## src/rtl/cam_pwr_seq_pkg.sv

```systemverilog
// Shared types and constants for the camera power/bring-up sequencer.
//   cam_seq_state_t : FSM state encoding, also exported on the debug state port
//   seq_tick_cnt_t  : 20-bit strobe tick counter
//   retry_cnt_t     : failed-init attempt counter
//   cam_seq_out_t   : registered level outputs, decoded from the FSM state
package cam_pwr_seq_pkg;

    localparam int unsigned TICK_CNT_W = 20;
    localparam int unsigned RETRY_W    = 2;
    localparam int unsigned STATE_W    = 3;

    // Default delays in 400kHz strobe ticks
    localparam int unsigned DEF_PWR_DLY_TICKS  = 800;     // 2ms
    localparam int unsigned DEF_I2C_DLY_TICKS  = 400;     // 1ms
    localparam int unsigned DEF_INIT_TMO_TICKS = 400000;  // 1s
    localparam int unsigned DEF_OFF_DLY_TICKS  = 4000;    // 10ms
    localparam int unsigned DEF_MAX_RETRY      = 3;

    typedef enum logic [STATE_W-1:0] {
        OFF      = 3'd0,
        PWR_UP   = 3'd1,
        I2C_RST  = 3'd2,
        CAM_INIT = 3'd3,
        STREAM   = 3'd4,
        PWR_DOWN = 3'd5,
        FAULT    = 3'd6
    } cam_seq_state_t;

    typedef logic [TICK_CNT_W-1:0] seq_tick_cnt_t;
    typedef logic [RETRY_W-1:0]    retry_cnt_t;

    typedef struct packed {
        logic cam_en;
        logic i2c_areset_n;
        logic isp_rst;
        logic ready;
        logic fault;
    } cam_seq_out_t;

    // Everything off / held in reset
    localparam cam_seq_out_t SEQ_OUT_OFF = '{
        cam_en:       1'b0,
        i2c_areset_n: 1'b0,
        isp_rst:      1'b1,
        ready:        1'b0,
        fault:        1'b0
    };

    // Level outputs owned by each state
    function automatic cam_seq_out_t state_outputs(input cam_seq_state_t st);
        cam_seq_out_t o;
        o = SEQ_OUT_OFF;
        case (st)
            PWR_UP, I2C_RST: begin
                o.cam_en = 1'b1;
            end
            CAM_INIT: begin
                o.cam_en       = 1'b1;
                o.i2c_areset_n = 1'b1;
            end
            STREAM: begin
                o.cam_en       = 1'b1;
                o.i2c_areset_n = 1'b1;
                o.isp_rst      = 1'b0;
                o.ready        = 1'b1;
            end
            FAULT: begin
                o.fault = 1'b1;
            end
            default: begin
            end
        endcase
        return o;
    endfunction

endpackage

```

## src/rtl/cam_pwr_seq_if.sv

```systemverilog
// Control/status bundle between the power sequencer and its environment.
//   master : the sequencer (consumes strobe/enable/restart/i2c_*, drives power, reset and status)
//   slave  : the environment (clock/reset generator, I2C master, ISP pipeline)
interface cam_pwr_seq_if;

    logic                          strobe_400kHz;
    logic                          enable;
    logic                          restart;
    logic                          i2c_done;
    logic                          i2c_err;
    logic                          cam_en;
    logic                          i2c_areset_n;
    logic                          init_start;
    logic                          isp_rst;
    logic                          ready;
    logic                          fault;
    cam_pwr_seq_pkg::retry_cnt_t   retry_cnt;
    logic [cam_pwr_seq_pkg::STATE_W-1:0] state;

    modport master (
        input  strobe_400kHz, enable, restart, i2c_done, i2c_err,
        output cam_en, i2c_areset_n, init_start, isp_rst, ready, fault, retry_cnt, state
    );

    modport slave (
        output strobe_400kHz, enable, restart, i2c_done, i2c_err,
        input  cam_en, i2c_areset_n, init_start, isp_rst, ready, fault, retry_cnt, state
    );

endinterface

```

## src/rtl/cam_pwr_seq.sv

```systemverilog
// Camera power/bring-up sequencer on the 400kHz strobe, clk_100 domain.
// Power-up delay, I2C reset hold, handshaked camera init with timeout and
// bounded retries, ISP datapath reset released only while streaming.
//   clk   : 100MHz system clock
//   reset : asynchronous active-high reset
//   bus   : cam_pwr_seq_if.master (strobe/enable/restart/i2c_* in; power, resets, status out)
module cam_pwr_seq
    import cam_pwr_seq_pkg::*;
#(
    parameter int unsigned PWR_DLY_TICKS  = DEF_PWR_DLY_TICKS,
    parameter int unsigned I2C_DLY_TICKS  = DEF_I2C_DLY_TICKS,
    parameter int unsigned INIT_TMO_TICKS = DEF_INIT_TMO_TICKS,
    parameter int unsigned OFF_DLY_TICKS  = DEF_OFF_DLY_TICKS,
    parameter int unsigned MAX_RETRY      = DEF_MAX_RETRY
) (
    input  logic          clk,
    input  logic          reset,
    cam_pwr_seq_if.master bus
);

    // Count value seen on the final tick of each delay
    localparam seq_tick_cnt_t PWR_LAST = seq_tick_cnt_t'(PWR_DLY_TICKS - 1);
    localparam seq_tick_cnt_t I2C_LAST = seq_tick_cnt_t'(I2C_DLY_TICKS - 1);
    localparam seq_tick_cnt_t TMO_LAST = seq_tick_cnt_t'(INIT_TMO_TICKS - 1);
    localparam seq_tick_cnt_t OFF_LAST = seq_tick_cnt_t'(OFF_DLY_TICKS - 1);
    localparam retry_cnt_t    RETRY_LIMIT = retry_cnt_t'(MAX_RETRY);

    cam_seq_state_t state_q, state_d;
    seq_tick_cnt_t  cnt_q, cnt_d;
    retry_cnt_t     retry_q, retry_d;
    cam_seq_out_t   out_q;
    logic           init_start_q;

    logic       pwr_exp_c, i2c_exp_c, tmo_exp_c, off_exp_c;
    logic       init_fail_c;
    retry_cnt_t retry_inc_c;

    // Delay expiry: the tick that completes N ticks in the current state
    assign pwr_exp_c = bus.strobe_400kHz && (cnt_q == PWR_LAST);
    assign i2c_exp_c = bus.strobe_400kHz && (cnt_q == I2C_LAST);
    assign tmo_exp_c = bus.strobe_400kHz && (cnt_q == TMO_LAST);
    assign off_exp_c = bus.strobe_400kHz && (cnt_q == OFF_LAST);

    // Error beats done; done beats timeout
    assign init_fail_c = bus.i2c_err || (!bus.i2c_done && tmo_exp_c);
    assign retry_inc_c = retry_q + retry_cnt_t'(1);

    // Next-state and counter logic
    always_comb begin
        state_d = state_q;
        retry_d = retry_q;
        cnt_d   = cnt_q;

        case (state_q)
            OFF: begin
                if (bus.enable) state_d = PWR_UP;
            end
            PWR_UP: begin
                if (!bus.enable)    state_d = PWR_DOWN;
                else if (pwr_exp_c) state_d = I2C_RST;
            end
            I2C_RST: begin
                if (!bus.enable)    state_d = PWR_DOWN;
                else if (i2c_exp_c) state_d = CAM_INIT;
            end
            CAM_INIT: begin
                if (init_fail_c) begin
                    retry_d = retry_inc_c;
                    state_d = (retry_inc_c == RETRY_LIMIT) ? FAULT : PWR_DOWN;
                end else if (bus.i2c_done) begin
                    retry_d = '0;
                    state_d = STREAM;
                end else if (!bus.enable) begin
                    state_d = PWR_DOWN;
                end
            end
            STREAM: begin
                if (bus.restart || !bus.enable) state_d = PWR_DOWN;
            end
            PWR_DOWN: begin
                if (off_exp_c) state_d = OFF;
            end
            FAULT: begin
                if (!bus.enable) begin
                    retry_d = '0;
                    state_d = OFF;
                end
            end
            default: begin
                state_d = OFF;
            end
        endcase

        // Fresh count per state; a tick during the first cycle of a state is its first tick
        if (state_d != state_q)     cnt_d = '0;
        else if (bus.strobe_400kHz) cnt_d = cnt_q + seq_tick_cnt_t'(1);
    end

    // State, counters and registered outputs
    always_ff @(posedge clk or posedge reset) begin
        if (reset) begin
            state_q      <= OFF;
            cnt_q        <= '0;
            retry_q      <= '0;
            out_q        <= SEQ_OUT_OFF;
            init_start_q <= 1'b0;
        end else begin
            state_q      <= state_d;
            cnt_q        <= cnt_d;
            retry_q      <= retry_d;
            out_q        <= state_outputs(state_d);
            init_start_q <= (state_d == CAM_INIT) && (state_q != CAM_INIT);
        end
    end

    assign bus.cam_en       = out_q.cam_en;
    assign bus.i2c_areset_n = out_q.i2c_areset_n;
    assign bus.isp_rst      = out_q.isp_rst;
    assign bus.ready        = out_q.ready;
    assign bus.fault        = out_q.fault;
    assign bus.init_start   = init_start_q;
    assign bus.retry_cnt    = retry_q;
    assign bus.state        = state_q;

endmodule

```

## src/flat_wrapper.sv

```systemverilog
// flat-port wrapper written by rule: the top's interface ports become plain ports
module cam_pwr_seq_flat import cam_pwr_seq_pkg::*;
#(
    parameter int unsigned PWR_DLY_TICKS  = DEF_PWR_DLY_TICKS,
    parameter int unsigned I2C_DLY_TICKS  = DEF_I2C_DLY_TICKS,
    parameter int unsigned INIT_TMO_TICKS = DEF_INIT_TMO_TICKS,
    parameter int unsigned OFF_DLY_TICKS  = DEF_OFF_DLY_TICKS,
    parameter int unsigned MAX_RETRY      = DEF_MAX_RETRY
)
  (clk, reset, bus_strobe_400kHz, bus_enable, bus_restart, bus_i2c_done, bus_i2c_err, bus_cam_en, bus_i2c_areset_n, bus_init_start, bus_isp_rst, bus_ready, bus_fault, bus_retry_cnt, bus_state);
  cam_pwr_seq_if bus_i ();
  input  logic clk;
  input  logic reset;
  input wire logic [$bits(bus_i.strobe_400kHz)-1:0] bus_strobe_400kHz;
  input wire logic [$bits(bus_i.enable)-1:0] bus_enable;
  input wire logic [$bits(bus_i.restart)-1:0] bus_restart;
  input wire logic [$bits(bus_i.i2c_done)-1:0] bus_i2c_done;
  input wire logic [$bits(bus_i.i2c_err)-1:0] bus_i2c_err;
  output wire logic [$bits(bus_i.cam_en)-1:0] bus_cam_en;
  output wire logic [$bits(bus_i.i2c_areset_n)-1:0] bus_i2c_areset_n;
  output wire logic [$bits(bus_i.init_start)-1:0] bus_init_start;
  output wire logic [$bits(bus_i.isp_rst)-1:0] bus_isp_rst;
  output wire logic [$bits(bus_i.ready)-1:0] bus_ready;
  output wire logic [$bits(bus_i.fault)-1:0] bus_fault;
  output wire logic [$bits(bus_i.retry_cnt)-1:0] bus_retry_cnt;
  output wire logic [$bits(bus_i.state)-1:0] bus_state;
  assign bus_i.strobe_400kHz = bus_strobe_400kHz;
  assign bus_i.enable = bus_enable;
  assign bus_i.restart = bus_restart;
  assign bus_i.i2c_done = bus_i2c_done;
  assign bus_i.i2c_err = bus_i2c_err;
  assign bus_cam_en = bus_i.cam_en;
  assign bus_i2c_areset_n = bus_i.i2c_areset_n;
  assign bus_init_start = bus_i.init_start;
  assign bus_isp_rst = bus_i.isp_rst;
  assign bus_ready = bus_i.ready;
  assign bus_fault = bus_i.fault;
  assign bus_retry_cnt = bus_i.retry_cnt;
  assign bus_state = bus_i.state;
  cam_pwr_seq #(.PWR_DLY_TICKS(PWR_DLY_TICKS), .I2C_DLY_TICKS(I2C_DLY_TICKS), .INIT_TMO_TICKS(INIT_TMO_TICKS), .OFF_DLY_TICKS(OFF_DLY_TICKS), .MAX_RETRY(MAX_RETRY)) u_core (.clk(clk), .reset(reset), .bus(bus_i));
endmodule
```

## config.mk

```make
export PLATFORM = sky130hd
export DESIGN_NAME = cam_pwr_seq_flat
export DESIGN_NICKNAME = d
export VERILOG_FILES = /design/src/rtl/cam_pwr_seq_pkg.sv /design/src/rtl/cam_pwr_seq_if.sv /design/src/rtl/cam_pwr_seq.sv /design/src/flat_wrapper.sv
export SDC_FILE = /design/constraint.sdc
export NUM_CORES = 1
export LEC_CHECK = 0
export ABC_AREA = 1
export CORE_ASPECT_RATIO = 0.8
export CORE_UTILIZATION = 45
export CTS_CLUSTER_SIZE = 25
export DETAILED_ROUTE_END_ITERATION = 10
export PLACE_DENSITY = 0.74
export SLEW_MARGIN = 10
export SYNTH_ARGS = -nofsm -noshare
export SYNTH_HDL_FRONTEND = slang
export SYNTH_SLANG_ARGS = --single-unit
export TNS_END_PERCENT = 5
```

## constraint.sdc

```tcl
create_clock -name clk -period 2.3 [get_ports clk]
set_clock_uncertainty 0.2 [all_clocks]
set_input_delay 0.46 -clock clk [delete_from_list [all_inputs] [get_ports clk]]
set_output_delay 0.46 -clock clk [all_outputs]
set_load 0.01 [all_outputs]
```

==> results of run 1 <==
## state kept, by name, summed over array words and instances (netlist names)
name,flops
u_core.bus.init_start,1
u_core.bus.fault,1
u_core.cnt_q,20
u_core.bus.cam_en,1
u_core.bus.retry_cnt,2
u_core.bus.isp_rst,1
u_core.bus.state,3
u_core.bus.ready,1
u_core.bus.i2c_areset_n,1
## cell families after synthesis
family                     count (synthesis)  synth area share, %
AOI/OAI and AO/OA                          8                2.284
xor gates and xnor gates                  18                7.995
adders and majority gates                  2                1.269
buffers and inverters                     39                8.946
DFF                                       31                39.40
muxes                                      1               0.5076
and+or+nand+nor                          159                39.59
## cells in the final DEF (no fill, tap or decap), drive strengths merged, types with 3 or more instances in the layout
master	synthesis	final
a21oi	3	3
buf	4	11
clkbuf	0	6
clkdlybuf4s50	0	16
dfrtp	30	30
inv	35	35
nand2	60	60
nand3	27	27
nand4	5	5
nor2	53	53
nor3	11	11
o21ai	3	3
xnor2	5	5
xor2	13	13
## synth_stat cells (all sizes together)
| cell type | n | share of area (%) |
|---|---|---|
| or2 | 1 | 0.32 |
| a21oi | 3 | 0.76 |
| nand3 | 27 | 8.1 |
| mux2i | 1 | 0.51 |
| xor2 | 13 | 5.8 |
| dfrtp | 30 | 38 |
| nand3b | 1 | 0.38 |
| xnor2 | 5 | 2.2 |
| ha | 2 | 1.3 |
| o21bai | 1 | 0.38 |
| o21ai | 3 | 0.76 |
| nor2 | 53 | 14 |
| nor3 | 11 | 3.0 |
| inv | 35 | 6.7 |
| o31ai | 1 | 0.38 |
| dfstp | 1 | 1.3 |
| nand2 | 60 | 12 |
| nand4 | 5 | 1.6 |
| nor4 | 1 | 0.32 |
| buf | 4 | 2.3 |
## metrics by stage
step	total power, mW	instances	hold slack (ns)	setup slack [ns]
finish	1.952	347	0.3355	0.1584
global route	2.102	347	0.3660	0.001808
CTS	1.963	347	0.3312	0.05850
detailed placement	1.532	339	0.3087	-0.2264
global placement	1.526	339	0.3105	-0.1714
floorplan	1.236	258	0.3343	0.4134
## power by group
group	switching (mW)	total [mW]	internal, mW
Combinational	0.497	0.870	0.373
Sequential	0.0602	0.666	0.606
Clock	0.205	0.416	0.211
Total	0.762	1.95	1.19
## critical path, stage by stage
cell             delay [ns]
clkdlybuf4s50_1        0.44
nor2_1                 0.10
nand2_1                0.06
nor2_1                 0.13
nand3_2                0.13
nand3_1                0.12
nand2_1                0.07
nand2_1                0.09
nand3_1                0.09
nand2_1                0.09
nand3_2                0.10
buf_12                 0.18
nor2_2                 0.09
## layout make-up
cell class,count,area share [%]
flip-flops and latches,31,32.58
inverters,35,5.509
clock buffers,6,3.043
repair buffers,28,11.23
multi-input cells,188,44.12
clock inverters,2,0.5247
well taps,57,2.991
## worst paths after layout
| kind | from | endpoint | slack (ns) | cells past startpoint |
|---|---|---|---|---|
| max | bus_i2c_done | u_core.cnt_q[0]$_DFFE_PP0P_ | 0.16 | 13 |
| min | u_core.bus.retry_cnt[1]$_DFFE_PP0P_ | u_core.bus.retry_cnt[1]$_DFFE_PP0P_ | 0.34 | 2 |
| max reg2reg | u_core.cnt_q[0]$_DFFE_PP0P_ | u_core.cnt_q[0]$_DFFE_PP0P_ | 0.18 | 12 |
| min reg2reg | u_core.bus.retry_cnt[1]$_DFFE_PP0P_ | u_core.bus.retry_cnt[1]$_DFFE_PP0P_ | 0.34 | 2 |
| max in group asynchronous | reset | u_core.bus.isp_rst$_DFF_PP1_ | 1.23 | 3 |
| min in group asynchronous | reset | u_core.cnt_q[11]$_DFFE_PP0P_ | 0.35 | 3 |
## layer usage
layer / vias up / part of all wire (%) / track usage [%]
li1: 870 / - / -
met3: 6 / 5.5 / 5.185
met2: 45 / 45 / 31.04
met4: 0 / 1.6 / 8.242
met1: 781 / 48 / 24.98
met5: - / 0 / 0
==> qor.csv, run 1 <==
stage,metric,value,unit
synth,yosys_warnings,0,
layout,antenna_cells,0,
worst_setup_path,cp.arrival,2.16,ns
grt,antenna_found_initial,0,
cts,cts_tree,done,
worst_setup_path,cp_max_fo,18,
run_status,status,finished clean,
synth,ys_types,28,
pwr,p_leak,1.108,nW
timing,finalSetupTns,0,ns
worst_setup_path,crit_path_start_kind,primary input,
timing,slew_viol_final,0,
layout,regArea,777.0,µm²
floorplan,rows,21,
layout,drive_gt1_share,21.72,%
cts,hold_buffers,0,
floorplan,io_pins,18,
cts,clkSinkCount,31,
timing,tightest_slew,0.4182,ns
cts,clockBufferDepth,2,
synth,synth-seq-area-share,39.40,%
floorplan,die_width,76.01,µm
timing,finalSetupViolations,0,
synth,synth-seq-cells,31,
floorplan,core_area,4204,µm²
routing,antenna_violating_nets_post_route,0,
cts,clk_pin_slew_worst_paths,0.06,ns
routing,drt-initial-drc-count,105,
routing,viasPerCell,4.905,
layout,multi_input_area,1052,µm²
place,place_area,2263,µm²
cts,root_buffer,clkbuf_8,
layout,fin_nets,298,
pwr,power-per-cell-area,818.5,nW/µm²
routing,via_count,1702,
worst_setup_path,cp_data_required_time,2.32,ns
routing,wl_per_cell,11.55,µm
layout,fillers,397,
synth,syn_area,1972,µm²
grt,grt_max_degree,32,
grt,grt_pass1_vias,1525,
grt,grt_pass1_wl,6837,µm
routing,drt-pass1-iter-count,4,
min_path,hold_path_class,register to register,
layout,final_core_util,56.73,%
cts,post_cts_resized,0,
run,maxCapViolCount,0,
pwr,vdd_drop_max,0.0005467,V
cts,post_cts_buffers,0,
timing,hold_viol,0,
timing,fmax,0.4670,GHz
place,gp_congestion,0.8941,
place,place_hpwl,2907,µm
worst_setup_path,worstSetupPathType,primary input to register,
cts,cts_buffers,5,
timing,rsz0062_at_grt,false,
floorplan,start_util,46.90,%
cts,clkLatencyLatePin,0.29,ns
timing,relSlewSlack,72.02,%
cts,htree_num_levels,2,
grt,grt_usage,19.20,%
layout,syn2layout_area_growth,20.94,%
synth,synthCells,258,
layout,fin_area,2385,µm²
synth,avgSynthCellArea,7.643,µm²
synth,synth_nets,267,
timing,finalCritPeriodShare,93.11,%
routing,wl,4009,µm
floorplan,die_h,61.21,µm
grt,grt_overflow,0,
worst_setup_path,endpoint_kind,register,
routing,drc_errors,0,
floorplan,die-area,4652,µm²
place,io_buffers,17,
timing,period_minus_slack,2.142,ns
No activity file was read; power rests on OpenSTA's default activity.
==> inputs of run 2 (changes only) <==
--- a/config.mk
+++ b/config.mk
@@ -11,6 +11,7 @@
 export CTS_CLUSTER_SIZE = 25
 export DETAILED_ROUTE_END_ITERATION = 10
 export PLACE_DENSITY = 0.74
+export SETUP_SLACK_MARGIN = 0.05
 export SLEW_MARGIN = 10
 export SYNTH_ARGS = -nofsm -noshare
 export SYNTH_HDL_FRONTEND = slang
==> run 2 against run 1 <==
Utilization rose by 0.21 points. Critical endpoint unchanged. Clock-buffer cell count is the same. Critical path depth did not move. Via count grew 0.35%. Combinational power about the same. Sequential power hardly changed.
==> qor.csv, run 2 (same netlist as run 1, synthesis figures left out) <==
stage,metric,value,unit,change
grt,antenna_found_initial,0,,unchanged
layout,layout_common_cells,"nand2_1, inv_1, dfrtp_1, nor2_2, nor2_1",,
worst_setup_path,crit_chain,clkdlybuf4s50_1 > nor2_1 > nand2_1 > nor2_1 > nand3_2 > nand3_1 > nand2_1 > nand2_1 > nand3_1 > nand2_1 > nand3_2 > buf_12 > nor2_2,,
timing,period_minus_slack,2.155,ns,+0.01326 ns
pwr,vdd_drop_max,0.0005456,V,-0.20%
floorplan,die-area,4652,µm²,unchanged
worst_setup_path,path_common_cell,nand2_1,,
timing,finalSetupViolations,0,,unchanged
routing,wl,4017,µm,+0.20%
timing,fin_ws,0.1452,ns,-0.01326 ns
routing,drt-pass1-iter-count,4,,unchanged
floorplan,die_h,61.21,µm,unchanged
cts,hold_buffers,0,,unchanged
min_path,hold_path_class,register to register,,
cts,clkLatencyLatePin,0.29,ns,about the same
grt,grt_overflow,0,,unchanged
routing,drt-initial-drc-count,93,,-11%
grt,grt_usage,19.20,%,unchanged
place,place_area,2263,µm²,unchanged
timing,hold_viol,0,,unchanged
run,maxCapViolCount,0,,unchanged
routing,viasPerCell,4.908,,about the same
place,dp_slack,-0.2264,ns,unchanged
place,io_buffers,17,,unchanged
worst_setup_path,crit_path_start_kind,primary input,,
timing,finalCritPeriodShare,93.69,%,+0.58 points
place,gp_congestion,0.8941,,unchanged
routing,wl_per_cell,11.54,µm,about the same
layout,fin_nets,299,,+0.34%
place,place_hpwl,2907,µm,unchanged
timing,fmax,0.4641,GHz,-0.62%
cts,clkSinkCount,31,,unchanged
grt,grt_max_degree,32,,unchanged
timing,slew_viol_final,0,,unchanged
worst_setup_path,worstSetupPathType,primary input to register,,
cts,htree_num_levels,2,,unchanged
layout,antenna_cells,0,,unchanged
worst_setup_path,cp_max_fo,18,,unchanged
timing,relSlewSlack,71.07,%,-0.95 points
worst_setup_path,cp.arrival,2.17,ns,about the same
cts,root_buffer,clkbuf_8,,
timing,tightest_slew,0.4323,ns,+0.01412 ns
worst_setup_path,critical_path.n_buffers_inverters,2,,unchanged
worst_setup_path,worst_path_max_delay_cell,clkdlybuf4s50_1,,
timing,finalSetupTns,0,ns,unchanged
pwr,power-per-cell-area,814.5,nW/µm²,-0.50%
grt,grt_pass1_vias,1525,,unchanged
timing,rsz0062_at_grt,false,,
floorplan,start_util,46.90,%,unchanged
cts,cts_buffers,5,,unchanged
worst_setup_path,slowest_delay,0.44,ns,about the same
cts,cts_tree,done,,
floorplan,io_pins,18,,unchanged
cts,clockBufferDepth,2,,unchanged
worst_setup_path,cp_data_required_time,2.31,ns,about the same
layout,largest_reg_flops,20,,unchanged
layout,top_register,u_core.cnt_q,,
cts,clk_pin_slew_worst_paths,0.06,ns,about the same
routing,via_count,1708,,+0.35%
routing,antenna_violating_nets_post_route,0,,unchanged
layout,fillers,394,,-0.76%
run_status,status,finished clean,,
floorplan,core_area,4204,µm²,unchanged
worst_setup_path,endpoint_kind,register,,
layout,layout_commonest_cell,nand2_1,,
floorplan,die_width,76.01,µm,unchanged
layout,fin_area,2394,µm²,+0.37%
layout,drive_gt1_share,22.34,%,+0.61 points
grt,grt_pass1_wl,6837,µm,unchanged
pwr,p_leak,1.111,nW,+0.24%
layout,final_core_util,56.93,%,+0.21 points
layout,syn2layout_area_growth,21.38,%,
routing,drc_errors,0,,unchanged
worst_setup_path,path_delay_family,simple AND/OR/NAND/NOR gates,,
floorplan,rows,21,,unchanged
## run 2: per-layer routing
layer	share of wire, %	global-route usage, %	up-vias
li1	-	-	871
met1	49	24.98	792
met2	45	31.04	39
met3	4.4	5.185	6
met4	1.6	8.242	0
met5	0	0	-
## run 2: repair_timing
item | in CTS | in global routing
buffers inserted | 0 | 1
resized for setup | 0 | 9
setup endpoints to repair | 0 | 27
## run 2: layout make-up
type	count	area [µm²]	share of cell area, %
timing repair buffer	29	275.3	11.50
inverter	35	131.4	5.489
multi-input combinational	188	1052	43.96
sequential	31	778.2	32.51
tap	57	71.32	2.980
clock inverter	2	12.51	0.5227
clock buffer	6	72.57	3.032
## run 2: worst min-delay path: stages, from the launching register on
cell,delay (ns)
dfrtp_1,0.38
nand2_1,0.07
nand2_1,0.06
## run 2: stage by stage
| step | hold slack [ns] | instances | total power [mW] |
|---|---|---|---|
| 3_3_place_gp | 0.3105 | 339 | 1.526 |
| 3_5_place_dp | 0.3087 | 339 | 1.532 |
| 2_1_floorplan | 0.3343 | 258 | 1.236 |
| 5_1_grt | 0.3660 | 348 | 2.103 |
| 4_1_cts | 0.3312 | 347 | 1.963 |
| 6_report | 0.3357 | 348 | 1.950 |
## run 2: path summary, 6_finish.rpt
path	from	end	slack, ns	depth (start not counted)
max in group asynchronous	reset	u_core.cnt_q[0]$_DFFE_PP0P_	1.23	3
min in group asynchronous	reset	u_core.cnt_q[11]$_DFFE_PP0P_	0.35	3
worst min-delay path	u_core.bus.retry_cnt[1]$_DFFE_PP0P_	u_core.bus.retry_cnt[1]$_DFFE_PP0P_	0.34	2
worst min register to register	u_core.bus.retry_cnt[1]$_DFFE_PP0P_	u_core.bus.retry_cnt[1]$_DFFE_PP0P_	0.34	2
worst max-delay path	bus_i2c_done	u_core.cnt_q[0]$_DFFE_PP0P_	0.15	13
worst max register to register	u_core.cnt_q[1]$_DFFE_PP0P_	u_core.cnt_q[0]$_DFFE_PP0P_	0.20	12
## run 2: power by group
group          internal [mW]  switching, mW
Combinational          0.373          0.496
Sequential             0.607         0.0601
Clock                  0.211          0.203
Total                   1.19          0.759
